File: src/rtl/grid_cursor.sv
// grid_cursor: grid cell cursor with synchronised button edges, frame-aligned commit and registered VGA overlay
module grid_cursor #(
  parameter int GRID_COLS = 7,
  parameter int GRID_ROWS = 7,
  parameter int H_RES = 640,
  parameter int V_RES = 480,
  parameter int POS_W = 4,
  parameter int START_X = 3,
  parameter int START_Y = 4,
  parameter int WRAP = 0,
  parameter logic [2:0] COLOR = 3'b100
) (
  input  logic             Clock,
  input  logic             Reset,
  input  logic [10:0]      iReadCol,
  input  logic [9:0]       iReadRow,
  input  logic             iFrameStart,
  input  logic             button_up,
  input  logic             button_down,
  input  logic             button_left,
  input  logic             button_right,
  output logic [POS_W-1:0] oPosX,
  output logic [POS_W-1:0] oPosY,
  output logic [2:0]       RGB_out,
  output logic             show_square,
  output logic             oMoved
);
  localparam int CELL_W = H_RES / GRID_COLS;
  localparam int CELL_H = V_RES / GRID_ROWS;
  localparam logic [POS_W-1:0] X_MAX = POS_W'(GRID_COLS - 1);
  localparam logic [POS_W-1:0] Y_MAX = POS_W'(GRID_ROWS - 1);
  localparam logic [10:0] CW = 11'(CELL_W);
  localparam logic [10:0] XL_MAX = 11'((GRID_COLS - 1) * CELL_W);
  localparam logic [10:0] XL_0 = 11'(START_X * CELL_W);
  localparam logic [9:0] CH = 10'(CELL_H);
  localparam logic [9:0] YL_MAX = 10'((GRID_ROWS - 1) * CELL_H);
  localparam logic [9:0] YL_0 = 10'(START_Y * CELL_H);
  localparam bit WR = WRAP != 0;

  typedef enum logic [1:0] {P_NONE, P_MINUS, P_PLUS} pend_t;

  logic [3:0] s1, s2, prev, edges;
  pend_t pend_x, pend_y, ex, ey;
  logic [POS_W-1:0] nx_x, nx_y;
  logic [10:0] x_lo, x_hi, nx_xlo;
  logic [9:0] y_lo, y_hi, nx_ylo;
  logic hit;

  function automatic logic [POS_W-1:0] step_pos(pend_t p, logic [POS_W-1:0] v, logic [POS_W-1:0] mx);
    return p == P_MINUS ? (v == '0 ? (WR ? mx : v) : v - POS_W'(1))
         : p == P_PLUS  ? (v == mx ? (WR ? '0 : v) : v + POS_W'(1)) : v;
  endfunction

  assign edges = s2 & ~prev;

  // Bounds follow the position transition: wraps reload, ordinary steps add or subtract one cell.
  always_comb begin
    ey = edges[0] ^ edges[1] ? (edges[0] ? P_MINUS : P_PLUS) : P_NONE;
    ex = edges[2] ^ edges[3] ? (edges[2] ? P_MINUS : P_PLUS) : P_NONE;
    nx_x = step_pos(pend_x, oPosX, X_MAX);
    nx_y = step_pos(pend_y, oPosY, Y_MAX);
    nx_xlo = nx_x == oPosX ? x_lo
           : (nx_x == '0 && oPosX == X_MAX) ? 11'd0
           : (nx_x == X_MAX && oPosX == '0) ? XL_MAX
           : pend_x == P_MINUS ? x_lo - CW : x_lo + CW;
    nx_ylo = nx_y == oPosY ? y_lo
           : (nx_y == '0 && oPosY == Y_MAX) ? 10'd0
           : (nx_y == Y_MAX && oPosY == '0) ? YL_MAX
           : pend_y == P_MINUS ? y_lo - CH : y_lo + CH;
    hit = iReadCol >= x_lo && iReadCol < x_hi && iReadRow >= y_lo && iReadRow < y_hi;
  end

  always_ff @(posedge Clock) begin
    if (Reset) begin
      s1 <= '1;
      s2 <= '1;
      prev <= '1;
      pend_x <= P_NONE;
      pend_y <= P_NONE;
      oPosX <= POS_W'(START_X);
      oPosY <= POS_W'(START_Y);
      x_lo <= XL_0;
      x_hi <= XL_0 + CW;
      y_lo <= YL_0;
      y_hi <= YL_0 + CH;
      show_square <= 1'b0;
      RGB_out <= 3'b000;
      oMoved <= 1'b0;
    end else begin
      s1 <= {button_right, button_left, button_down, button_up};
      s2 <= s1;
      prev <= s2;
      pend_x <= (iFrameStart || ex != P_NONE) ? ex : pend_x;
      pend_y <= (iFrameStart || ey != P_NONE) ? ey : pend_y;
      oMoved <= iFrameStart && (nx_x != oPosX || nx_y != oPosY);
      if (iFrameStart) begin
        oPosX <= nx_x;
        oPosY <= nx_y;
        x_lo <= nx_xlo;
        x_hi <= nx_xlo + CW;
        y_lo <= nx_ylo;
        y_hi <= nx_ylo + CH;
      end
      show_square <= hit;
      RGB_out <= hit ? COLOR : 3'b000;
    end
  end
endmodule

File: config.mk
export PLATFORM = sky130hd
export DESIGN_NAME = grid_cursor
export DESIGN_NICKNAME = d
export VERILOG_FILES = /design/src/rtl/grid_cursor.sv
export SDC_FILE = /design/constraint.sdc
export NUM_CORES = 1
export LEC_CHECK = 0
export BUFFER_PORTS_ARGS = -buffer_cell sky130_fd_sc_hd__buf_2
export CORE_MARGIN = 8
export CORE_UTILIZATION = 50
export DETAILED_ROUTE_END_ITERATION = 16
export GPL_ROUTABILITY_DRIVEN = 0
export PLACE_DENSITY = 0.74
export SYNTH_ARGS = -nofsm -noshare
export SYNTH_HDL_FRONTEND = slang
export SYNTH_SLANG_ARGS = --single-unit
File: constraint.sdc
create_clock -name Clock -period 4.2 [get_ports Clock]
set_input_delay 0.84 -clock Clock [delete_from_list [all_inputs] [get_ports Clock]]
set_output_delay 0.84 -clock Clock [all_outputs]
set_load 0.02 [all_outputs]
; Yosys cells after proc, flatten, opt, wreduce, memory -nomap -nowiden
; Index checks and enable logic that the tools add are counted.
[totals]
ff_bits = 71
[classes]
add_sub_neg = 10
magnitude_cmp = 4
n_eq_ne = 12
mux = 21
n_bitwise = 4
reduce_logical = 17
[ops]
columns = operator, n
row1 = two-way mux 11 bit, 4
row2 = two-way mux 10 bit, 4
row3 = two-way mux 4 bit, 8
row4 = "adder 11 x 7 -> 11 bit, second input constant", 2
row5 = "adder 10 x 7 -> 10 bit, second input constant", 2
row6 = "equality test 4 x 3 -> 1 bit, second input constant", 4
row7 = zero test 4 bit, 4
row8 = greater-or-equal comparator 11 bit, 1
row9 = < comparator 11 bit, 1
row10 = "subtractor 11 x 7 -> 11 bit, second input constant", 1
row11 = greater-or-equal comparator 10 bit, 1
row12 = < comparator 10 bit, 1
row13 = "subtractor 10 x 7 -> 10 bit, second input constant", 1
row14 = "adder 4 x 1 -> 4 bit, second input constant", 2
row15 = equality test 4 bit, 2
row16 = logical AND 1 bit, 8
row17 = two-way mux 2 bit, 4
row18 = inequality test 4 bit, 2
row19 = "subtractor 4 x 1 -> 4 bit, second input constant", 2
row20 = bitwise AND 4 bit, 1
row21 = "equality test 2 x 1 -> 1 bit, second input constant", 2
row22 = "equality test 2 bit, second input constant", 2
row23 = inverter 4 bit, 1
row24 = nonzero test 2 bit, 2
row25 = 3 further kinds, 6

; Longest topological paths before layout
[depth]
ltp_word = 10
mapped_depth = 16

; Worst setup path after synthesis
; OpenSTA, ideal clock, no wires.
[synth_path]
path_kind = reg-to-reg
startpoint = reg oPosX[0]
endpoint = reg x_hi[10]
setup_ns = 0.122
t_arrival_ns = 3.281
path_slack_ns = 0.797
stages_incl_launch_ff = 16
synth_period_minus_slack_ns = 3.403
cell_sequence = dfxtp_1 > inv_1 > ha_1 > mux2_2 > nand3b_4 > or2_1 > buf_2 > nand3_1 > nor2_1 > a21oi_1 > ha_1 > nand4b_1 > a221oi_1 > o2111ai_1 > xnor2_1 > o21ai_0
[synth_via]
elab_chain_len = 10
[synth_lines]
columns = item, line
row1 = "start, declared", 22  ; output logic [POS_W-1:0] oPosX,
row2 = "start signal, assigned", 80  ; oPosX <= POS_W'(START_X);
row3 = "start signal, assigned", 97  ; oPosX <= nx_x;
row4 = adder 4 x 1 -> 4 bit / equality test 4 x 3 -> 1 bit (equally long branches), "51, 63"
row5 = two-way mux 4 bit (2 in series), 51  ; : p == P_PLUS ? (v == mx ? (WR ? '0 : v) : v + POS_W'(1)) : v;
row6 = two-way mux 4 bit, 50  ; return p == P_MINUS ? (v == '0 ? (WR ? mx : v) : v - POS_W'(1))
row7 = equality test 4 x 3 -> 1 bit, 64  ; : (nx_x == X_MAX && oPosX == '0) ? XL_MAX
row8 = logical AND 1 bit, 64
row9 = two-way mux 11 bit, 64
row10 = two-way mux 11 bit, 63  ; : (nx_x == '0 && oPosX == X_MAX) ? 11'd0
row11 = two-way mux 11 bit *, 62  ; nx_xlo = nx_x == oPosX ? x_lo
row12 = adder 11 x 7 -> 11 bit *, 100  ; x_hi <= nx_xlo + CW;
row13 = "end signal, assigned", 83  ; x_hi <= XL_0 + CW;
row14 = "end signal, assigned", 100
row15 = "end, declared", 45  ; logic [10:0] x_lo, x_hi, nx_xlo;
; Every way passes the cells marked *; elsewhere a longest branch is shown, timed or not.
; A chain may end at the register's enable or synchronous reset.

; Worst setup path after layout
[layout_path]
startpoint = reg pend_x[0]
endpoint = reg x_hi[9]
[layout_via]
elab_chain_len = 9
[layout_lines]
columns = item, line
row1 = "start, declared", 43  ; pend_t pend_x, pend_y, ex, ey;
row2 = "start signal, assigned", 93  ; pend_x <= (iFrameStart || ex != P_NONE) ? ex : pend_x;
row3 = equality test 2 bit, 51
row4 = two-way mux 4 bit, 51
row5 = two-way mux 4 bit, 50
row6 = equality test 4 x 3 -> 1 bit, 64
row7 = logical AND 1 bit, 64
row8 = two-way mux 11 bit, 64
row9 = two-way mux 11 bit, 63
row10 = two-way mux 11 bit *, 62
row11 = adder 11 x 7 -> 11 bit *, 100
; Marks and branches as above.

==> flow_results.org <==
** Worst setup path
- Counting stages on the worst path, the most repeated cell is sky130_fd_sc_hd__a21oi_1.
- The worst setup path is of the reg2reg kind.
- Crit path buffers/inverters :: 1
- Critical Path Sink Type :: register
- The worst setup path is launched from a register.
- Largest driver fanout on the critical path :: 13
- On the worst path, the slowest cell contributes a delay of 0.57 ns.
- Worst path top cell family by delay :: compound AO/OA/AOI/OAI gates
- STA puts the critical path data required time at between 4 and 5 ns.
- The slowest stage of the critical path is the sky130_fd_sc_hd__or4_1 cell.
- At the worst endpoint, the arrival time is between 4 and 5 ns.
- Cells along the critical path :: nor2b_4, inv_2, ha_1, a21oi_1, nor3_1, o311ai_1, a21boi_0, a21oi_1, a2bb2oi_1, or4_1, a311oi_2

** Die
- In this run the vertical extent of the chip is 118 um.
- The die covers around 14000 um2.
- The floorplan has 37 rows.
- Die outline width :: 118 um
- For this configuration, the core starts out at a cell density of 0.508.
- Core area :: 10200 um2
- 41 I/O pins were placed.

** Final layout
- After routing the design area is between 5000 and 6000 um2.
- Leaving out fill and tap cells, the most frequent cell in the layout is sky130_fd_sc_hd__dfxtp_1.
- Share of cells above drive strength 1 :: 0.161
- Filler cell count in the final layout :: roughly 960
- Registers take 1280 um2.
- Area used by multi-input combinational logic :: between 3000 and 4000 um2
- Layout Nets :: roughly 740
- The top cell types in the final layout, fill and taps aside, are sky130_fd_sc_hd__dfxtp_1 (64), sky130_fd_sc_hd__ha_1 (60), sky130_fd_sc_hd__inv_1 (56).
- Area growth from synthesis to final layout :: 9.08%
- The repair_antennas step left the layout with diodes totalling 0.

** Placed design
- Summed over all nets, the half-perimeter wirelength after detailed placement is 8.74 mm.
- Buffers placed on the I/O ports in this run total 36.
- After detailed placement, the total cell area comes to between 5000 and 6000 um2.

** Power
- The internal portion of the total power is approximately 1200 uW.
- Part of the total power dissipated in combinational logic :: 0.190
- Cell Pwr Density :: roughly 290 nW/um2
- The worst-case IR drop observed on VDD is about 0.15 mV.
- Leak pwr :: 0.00248 uW
- Of the total power, the clock network draws 0.408.
- Share of power burned in registers :: 0.402
- Summed over all nets, the switching power comes to about 470 uW.
- Fraction of power spent switching nets :: 0.288

** Synthesis
- In this run the cell area of the synthesized design comes to between 5000 and 6000 um2.
- Post-synth top area share :: 0.247
- FFs w/ async S/R, synth :: 0
- In the synthesized netlist, the number of instances is 627.
- Cell type with the highest aggregate area in the netlist :: sky130_fd_sc_hd__dfxtp_1
- Among all flip-flop cells after synthesis, the most frequent one is sky130_fd_sc_hd__dfxtp_1.
- The number of different library cells used by synthesis comes to 97.
- Mapped Avg Cell Area :: 8.29 um2
- For this run, the register share of the synthesized area comes to 0.247.
- During synthesis, Yosys emitted a total of 0 warnings.
- The synthesized design contains 0 enable-type register cells.
- Synthesized flop and latch total :: 64
- Yosys attributes the largest share of cell area to sky130_fd_sc_hd__dfxtp_1 (25%), sky130_fd_sc_hd__ha_1 (14%), sky130_fd_sc_hd__inv_1 (4.0%).

** Timing
- In this run the tightest slew margin relative to its limit is 0.432.
- Max-slew violation count :: 0
- Period utilization :: 0.920
- Slew at the pin closest to its max-slew limit :: 0.851 ns
- Based on the critical path, the design can be clocked at up to about 260 MHz.
- Number of setup violations in the final report :: 0
- Setup_tns :: 0 ns
- Unrepaired setup endpoints after global routing :: false
- The number of hold violations in the final report was 0.
- Skew final :: 0.0115 ns
- Min cycle time layout :: between 3 and 4 ns

** Flow run
- Number of max-capacitance violations reported :: 0

** Clock network
- After clock tree synthesis, the clock-pin slew on the worst setup and hold paths is 0.08 ns.
- The clock drives 64 sinks.
- Total setup buffers inserted after CTS :: 0
- In this run the deepest clock path goes through 2 buffers.
- For this design, the CTS-stage hold fixing added 0 buffers.
- The tree is rooted in a sky130_fd_sc_hd__clkbuf_8.
- TritonCTS clock tree :: done
- CTS built an H-tree with a depth of 3.
- In this run, post-CTS repair resized a total of 0 instances.
- Counting the buffers created by CTS gives 9.
- The later pin in the worst-skew pair is clocked with a latency of roughly 0.35 ns.

** Global routing
- Final global-route overflow total :: 0
- Entering global routing, the biggest net connects 56 pins.
- The initial antenna violation count came to 0.
- The first global-routing pass estimated approximately 21 mm of wire.
- For this run, the total global-route usage over all layers was measured as 0.175.
- Number of global-route vias before repair :: around 4600

** Run status
- Status :: finished clean

** Routing
- In the routed layout, each cell is associated on average with a via count of 5.76.
- Dividing the detail-routed wire length by the instance count gives about 15 um.
- Total detailed-routing wirelength :: 12.0 mm
- For this run, design rule violations remaining after detail routing come to 0.
- Count of antenna-violating nets left after detailed routing :: 0
- Detailed Routing Iterations Pass 1 :: 5
- Violation count after the first detailed-route iteration :: approximately 230
- Summing over every cut layer, the via total after detailed routing is roughly 4500.

** Worst hold path
- Kind of path behind the tightest hold check :: reg2reg
==> layout make-up <==
cell class / count / area share
clock buffer: 9 / 0.0219
tap: 136 / 0.0300
inverter: 57 / 0.0377
multi-input combinational: 476 / 0.624
sequential: 64 / 0.226
clock inverter: 7 / 0.0221
timing repair buffer: 41 / 0.0384
==> power by group through the flow <==
stage,Clock [uW],Combinational (uW),Sequential [uW]
detailed placement,0,310,675
floorplan,0,246,666
global placement,0,299,674
finish,671,313,661
global route,713,358,666
CTS,685,314,661
==> cell families (layout without fill, tap and decap cells) <==
logic type      after synthesis  after routing  share of synthesized area
compound gates              180            180                      0.251
xor+xnor                     25             25                     0.0436
fa+ha+maj                    61             61                      0.148
buf+inv                      88            114                     0.0737
flops                        64             64                      0.247
mux                          14             14                     0.0272
other cells                   1              2                   0.000722
simple gates                194            194                      0.209
==> cell usage after synthesis (11+ instances only) <==
library cell and number:
sky130_fd_sc_hd__or2_2 12, sky130_fd_sc_hd__nand2_1 42, sky130_fd_sc_hd__a21o_1 12, sky130_fd_sc_hd__nor3_1 11, sky130_fd_sc_hd__nand2b_1 15, sky130_fd_sc_hd__o21ai_0 34
sky130_fd_sc_hd__mux2i_1 13, sky130_fd_sc_hd__nand3_1 13, sky130_fd_sc_hd__clkbuf_1 17, sky130_fd_sc_hd__a211oi_1 16, sky130_fd_sc_hd__a21oi_1 32, sky130_fd_sc_hd__xnor2_1 14
sky130_fd_sc_hd__nor2_1 47, sky130_fd_sc_hd__dfxtp_1 64, sky130_fd_sc_hd__o211ai_1 11, sky130_fd_sc_hd__inv_1 56, sky130_fd_sc_hd__ha_1 60
==> layer usage <==
layer,global-route usage,vias up,share of wire
met5,0,-,0
met4,0.0512,0,0.012
met3,0.0369,14,0.038
met2,0.325,94,0.51
met1,0.196,2135,0.44
li1,-,2304,-
==> path summary, 6_finish.rpt <==
kind / start / to / slack, ns / depth (start not counted)
worst max-delay path: pend_x[0] / x_hi[9] / 0.33 / 11
worst min-delay path: s1[1] / s2[1] / 0.42 / 1
worst max register to register: pend_x[0] / x_hi[9] / 0.33 / 11
worst min register to register: s1[1] / s2[1] / 0.42 / 1
==> through the flow <==
step,total power (uW),hold slack [ns],setup slack [ns],cells,util
6_report,1650,0.421,0.335,790,0.554
3_5_place_dp,985,0.397,0.528,774,0.530
4_1_cts,1660,0.424,0.456,790,0.554
5_1_grt,1740,0.429,0.0899,790,0.554
2_1_floorplan,912,0.389,0.797,628,-
3_3_place_gp,974,0.396,0.674,774,0.530
==> registers in the layout, summed over array words and instances, names as in the netlist, 2 cells and up <==
name / cells
x_hi: 11
s1: 4
pend_x: 2
y_hi: 8
s2: 4
prev: 4
pend_y: 2
y_lo: 8
oPosX: 4
x_lo: 11
oPosY: 4
Note: power is estimated with default switching activity, not from simulation.
